`src/rtl/shift_unit.sv`:
```
// Multi-cycle barrel-lite shifter for the MIPS datapath: SLL, SRL, SRA and LUI,
// moving at most STEP bit positions per clock behind a start/busy/done handshake.
module shift_unit #(
    parameter int unsigned WIDTH   = 32,
    parameter int unsigned SHAMT_W = 5,
    parameter int unsigned STEP    = 4
) (
    input  logic               clk,
    input  logic               reset,
    input  logic               start,
    input  logic [1:0]         op,
    input  logic [WIDTH-1:0]   a,
    input  logic [SHAMT_W-1:0] shamt,
    output logic               busy,
    output logic               done,
    output logic [WIDTH-1:0]   result
);

    localparam int unsigned CNT_W = SHAMT_W + 1;
    localparam int unsigned HALF  = WIDTH / 2;

    localparam logic [1:0] OP_SLL = 2'b00;
    localparam logic [1:0] OP_SRL = 2'b01;
    localparam logic [1:0] OP_SRA = 2'b10;
    localparam logic [1:0] OP_LUI = 2'b11;

    localparam logic [CNT_W-1:0] STEP_C = CNT_W'(STEP);

    typedef enum logic [1:0] {
        S_IDLE = 2'b00,
        S_RUN  = 2'b01,
        S_DONE = 2'b10
    } state_t;

    state_t             state_q;
    logic [WIDTH-1:0]   work_q;
    logic [SHAMT_W-1:0] cnt_q;
    logic [1:0]         op_q;
    logic               sign_q;
    logic               busy_q;
    logic               done_q;
    logic [WIDTH-1:0]   result_q;

    logic [CNT_W-1:0]   cnt_ext;
    logic [CNT_W-1:0]   step_amt;
    logic               last_step;
    logic [WIDTH-1:0]   fill_mask;
    logic [WIDTH-1:0]   work_d;
    logic [SHAMT_W-1:0] cnt_d;
    logic [SHAMT_W-1:0] cap_cnt;

    // One RUN step: shift by min(cnt, STEP); SRA fills the vacated top bits with the captured sign.
    always_comb begin
        cnt_ext   = CNT_W'(cnt_q);
        last_step = (cnt_ext <= STEP_C);
        step_amt  = last_step ? cnt_ext : STEP_C;
        fill_mask = ~({WIDTH{1'b1}} >> step_amt);
        work_d    = work_q;
        case (op_q)
            OP_SLL, OP_LUI: work_d = work_q << step_amt;
            OP_SRL:         work_d = work_q >> step_amt;
            OP_SRA:         work_d = (work_q >> step_amt) | (sign_q ? fill_mask : '0);
            default:        work_d = work_q;
        endcase
        cnt_d = SHAMT_W'(cnt_ext - step_amt);
    end

    // Amount captured on acceptance; LUI ignores shamt and always moves by half the width.
    always_comb begin
        cap_cnt = shamt;
        if (op == OP_LUI) begin
            cap_cnt = SHAMT_W'(HALF);
        end
    end

    always_ff @(posedge clk) begin
        if (reset) begin
            state_q  <= S_IDLE;
            work_q   <= '0;
            cnt_q    <= '0;
            op_q     <= OP_SLL;
            sign_q   <= 1'b0;
            busy_q   <= 1'b0;
            done_q   <= 1'b0;
            result_q <= '0;
        end else begin
            case (state_q)
                S_IDLE, S_DONE: begin
                    busy_q  <= 1'b0;
                    done_q  <= 1'b0;
                    state_q <= S_IDLE;
                    if (start) begin
                        work_q <= a;
                        op_q   <= op;
                        sign_q <= a[WIDTH-1];
                        cnt_q  <= cap_cnt;
                        if (cap_cnt == '0) begin
                            result_q <= a;
                            done_q   <= 1'b1;
                            state_q  <= S_DONE;
                        end else begin
                            busy_q  <= 1'b1;
                            state_q <= S_RUN;
                        end
                    end
                end
                S_RUN: begin
                    work_q <= work_d;
                    cnt_q  <= cnt_d;
                    if (last_step) begin
                        result_q <= work_d;
                        busy_q   <= 1'b0;
                        done_q   <= 1'b1;
                        state_q  <= S_DONE;
                    end
                end
                default: begin
                    busy_q  <= 1'b0;
                    done_q  <= 1'b0;
                    state_q <= S_IDLE;
                end
            endcase
        end
    end

    assign busy   = busy_q;
    assign done   = done_q;
    assign result = result_q;

endmodule

```
`config.mk`:
```
export PLATFORM = sky130hd
export DESIGN_NAME = shift_unit
export DESIGN_NICKNAME = d
export VERILOG_FILES = /design/src/rtl/shift_unit.sv
export SDC_FILE = /design/constraint.sdc
export NUM_CORES = 1
export LEC_CHECK = 0
export CELL_PAD_IN_SITES_DETAIL_PLACEMENT = 1
export CELL_PAD_IN_SITES_GLOBAL_PLACEMENT = 1
export CORE_ASPECT_RATIO = 2
export CORE_MARGIN = 5
export CORE_UTILIZATION = 40
export CTS_CLUSTER_DIAMETER = 40
export DETAILED_ROUTE_END_ITERATION = 10
export GPL_TIMING_DRIVEN = 0
export PLACE_DENSITY_LB_ADDON = 0.08
export REMOVE_ABC_BUFFERS = 1
export SETUP_SLACK_MARGIN = 0.3
export SLEW_MARGIN = 25
export SYNTH_ARGS = -nofsm -noshare
export SYNTH_HDL_FRONTEND = slang
export SYNTH_SLANG_ARGS = --single-unit
```
`constraint.sdc`:
```
create_clock -name clk -period 2.77 [get_ports clk]
set_clock_uncertainty 0.1 [all_clocks]
set_input_delay 0.554 -clock clk [delete_from_list [all_inputs] [get_ports clk]]
set_output_delay 0.554 -clock clk [all_outputs]
set_load 0.05 [all_outputs]
```
==> metrics <==
status=finished, final reports clean; Die Area=around 16000 µm²; clk slew on worst S/H paths=0.06 ns; final setup fails=0; cts hold-fix bufs=0; total clock sinks=74; DR pass1 iterations=5; chip width=around 92 µm; antenna violations before repair=0; routed len/inst=around 26 µm; Clock Tree Buf Depth=2; largest net degree at the start of global routing=32; final net count=840; Worst-Skew Late Latency=around 0.35 ns; Initial Util=roughly two fifths; Mean Syn Cell Area=just over 7 µm²; Cells after DPL=about 900; FMAX=a little over 0.4 GHz; CP max-delay cell=nand3_1; Final HPWL DP=around 17000 µm; Power Dens Cells=594 nW/µm²; Synth Area in Simple Gates=roughly a quarter; largest family of logic cells by synthesized area=compound AO/OA/AOI/OAI gates; cts bufs inserted=9; core area=13100 µm²; first-pass GRT wire length=about 38000 µm; Rows=59; CP max FO=15; Critical path buffers and inverters=1; Seq/Total Area, Yosys=about 28%; I/O Buffers=between 70 and 80; DR vias/cell=about 6.9; hold_ws=roughly 0.34 ns; number of global-route vias before repair=~6800; max_cap viols=0; Slew headroom=49.0%; Cell Chain, Critical Path=nor3_4 -> buf_8 -> nand3_1 -> o22ai_1 -> a2111oi_4 -> nor4_1; GR Util All Layers=roughly 30%; startpoint types=flop; Adder-Cell Fraction of Synth Area=0.701%; Post-synth EDFFs=0; routed wire length=~25000 µm; Syn Std Cell Area=approximately 5400 µm²; Layout Cells excl Fill=approximately 950; critical path capture point type=flop; CP Data Required Time=roughly 2.9 ns; synthesized flop and latch total=between 70 and 80; DRC viols=0; Synth Area in XOR/XNOR=0%; LEAKAGE=around 2.4 nW; Final Wtd Congestion=between 0.9 and 1; DRT iter0 DRCs=about 360; RSZ-0062 raised after global routing=yes; Syn-to-layout area delta=31.2%; Synth Warn #=0; HP Class=flop to flop; Top FF cell, synth=dfxtp_1; Synth Area in Compound Gates=about a third; crit path DAT=between 2 and 3 ns; Max VDD drop=304 µV; Mapped Cells=between 700 and 800; worst-margin pin slew=around 0.76 ns; share of cells above drive strength 1=14.1%; H-tree levels=3; critical path type=flop to flop; # diodes=0; crit share post-route=between 80% and 90%; Antenna Violating Nets Remaining=0; CTS tree=built; CP peak stage delay=approximately 0.46 ns; io pins=76; Via Count=approximately 6500; Yosys cell types=68; Hold Fails Final Rpt=0; Tmin final=approximately 2.4 ns; GR Overflow Total=0; mux cell area share after synthesis=about 4.8%; critical path's top delay family=simple AND/OR/NAND/NOR gates; final core utilization=between 50% and 60%; post-synthesis async set-or-reset flop share=0%; Die H=around 170 µm; max-slew violation count=0; Root Driver=clkbuf_16; filler cell count=approximately 1600
## flip-flops by register name, indices dropped and copies added (netlist names)
signal / cells
op_q: 2
state_q: 1
busy: 1
sign_q: 1
work_q: 32
result: 32
cnt_q: 5
## tightest hold or removal path, cell delays in order (launching register included)
cell	delay [ns]
dfxtp_1	0.31
nand2_1	0.05
o21ai_1	0.05
## where the power goes
part,total (W),switching [W],internal (W)
Clock,0.00143,0.000503,0.000931
Sequential,0.00136,0.000193,0.00116
Combinational,0.00138,0.000855,0.000527
Total,0.00417,0.00155,0.00262
## final cells by class
class / count / area [µm²] / area share, %
clock buffers: 12 / 256 / 3.65
clock inverters: 4 / 97.6 / 1.39
inverters: 7 / 26.3 / 0.374
multi-input cells: 589 / 3690 / 52.6
flip-flops and latches: 74 / 1500 / 21.3
well taps: 152 / 190 / 2.71
repair buffers: 114 / 1260 / 18.0
## path summary, 6_finish.rpt
check / start / to / slack [ns] / cells after the start
max: cnt_q[4] / work_q[28] / 0.33 / 6
min: result[6] / result[6] / 0.34 / 2
max reg2reg: cnt_q[4] / work_q[28] / 0.33 / 6
min reg2reg: result[6] / result[6] / 0.34 / 2
## synth_stat cells, types with 4 or more instances
| cell | instances | share of area (%) |
|---|---|---|
| a22oi_1 | 5 | 0.70 |
| nor2_1 | 34 | 2.4 |
| a211oi_2 | 4 | 0.94 |
| a221o_1 | 4 | 0.75 |
| a31oi_1 | 10 | 1.2 |
| a22o_1 | 4 | 0.65 |
| o22ai_1 | 7 | 0.82 |
| a221oi_1 | 14 | 2.3 |
| o21ai_0 | 60 | 5.6 |
| buf_2 | 22 | 2.1 |
| nor3_1 | 17 | 1.6 |
| and2_1 | 4 | 0.47 |
| a21boi_1 | 4 | 0.56 |
| inv_1 | 6 | 0.42 |
| or3_1 | 5 | 0.58 |
| o21ai_1 | 25 | 2.3 |
| nand3b_1 | 6 | 0.84 |
| a211oi_1 | 21 | 2.9 |
| a21oi_1 | 73 | 6.8 |
| o211ai_1 | 5 | 0.70 |
| and3_1 | 8 | 0.94 |
| nor2b_1 | 10 | 1.2 |
| clkbuf_1 | 55 | 3.9 |
| nand3_1 | 18 | 1.7 |
| mux2i_1 | 19 | 3.6 |
| nor4_1 | 11 | 1.3 |
| nand2_1 | 142 | 10 |
| a311oi_1 | 13 | 2.1 |
| dfxtp_1 | 74 | 28 |
| o21a_1 | 5 | 0.70 |
| o31ai_1 | 11 | 1.5 |
## per-layer routing
| metal | part of all wire (%) | global-route usage, % | vias to the layer above |
|---|---|---|---|
| li1 | - | - | 2866 |
| met2 | 53 | 57.0 | 317 |
| met3 | 5.4 | 5.04 | 115 |
| met1 | 35 | 30.3 | 3241 |
| met5 | 0 | 0 | - |
| met4 | 5.9 | 15.7 | 0 |
## stage by stage
step | worst slack, ns | cell area [µm²] | total power [W] | setup TNS [ns]
floorplan | -0.674 | 5000 | 0.00202 | -31.94
global placement | -2.49 | 5940 | 0.00249 | -152.71
detailed placement | -0.483 | 6260 | 0.00259 | -18.51
CTS | 0.337 | 6870 | 0.00410 | 0
global route | 0.280 | 7020 | 0.00432 | 0
finish | 0.330 | 7020 | 0.00417 | 0
## cells by family after synthesis
| logic type | Yosys count |
|---|---|
| compound gates | 286 |
| other cells | 1 |
| buf+inv | 90 |
| flops | 74 |
| mux | 24 |
| fa+ha+maj | 3 |
| simple gates | 274 |
## timing repair
action / 4_1_cts / 5_1_grt
setup buffers: 11 / 12
setup endpoints to repair: 67 / 37
gates cloned: 1 / 2
pin swaps: 2 / 6
resized for setup: 27 / 7
## cells in the final DEF (no fill, tap or decap), drive strengths merged, types with 13 or more instances in the layout
cell type / count
nand2: 142
o21ai: 85
clkdlybuf4s50: 74
a21oi: 74
dfxtp: 74
buf: 38
nor2: 36
a211oi: 25
mux2i: 19
nor3: 19
nand3: 18
a311oi: 15
a221oi: 14
nor4: 14
clkbuf: 13
(Power assumes the default switching activity.)
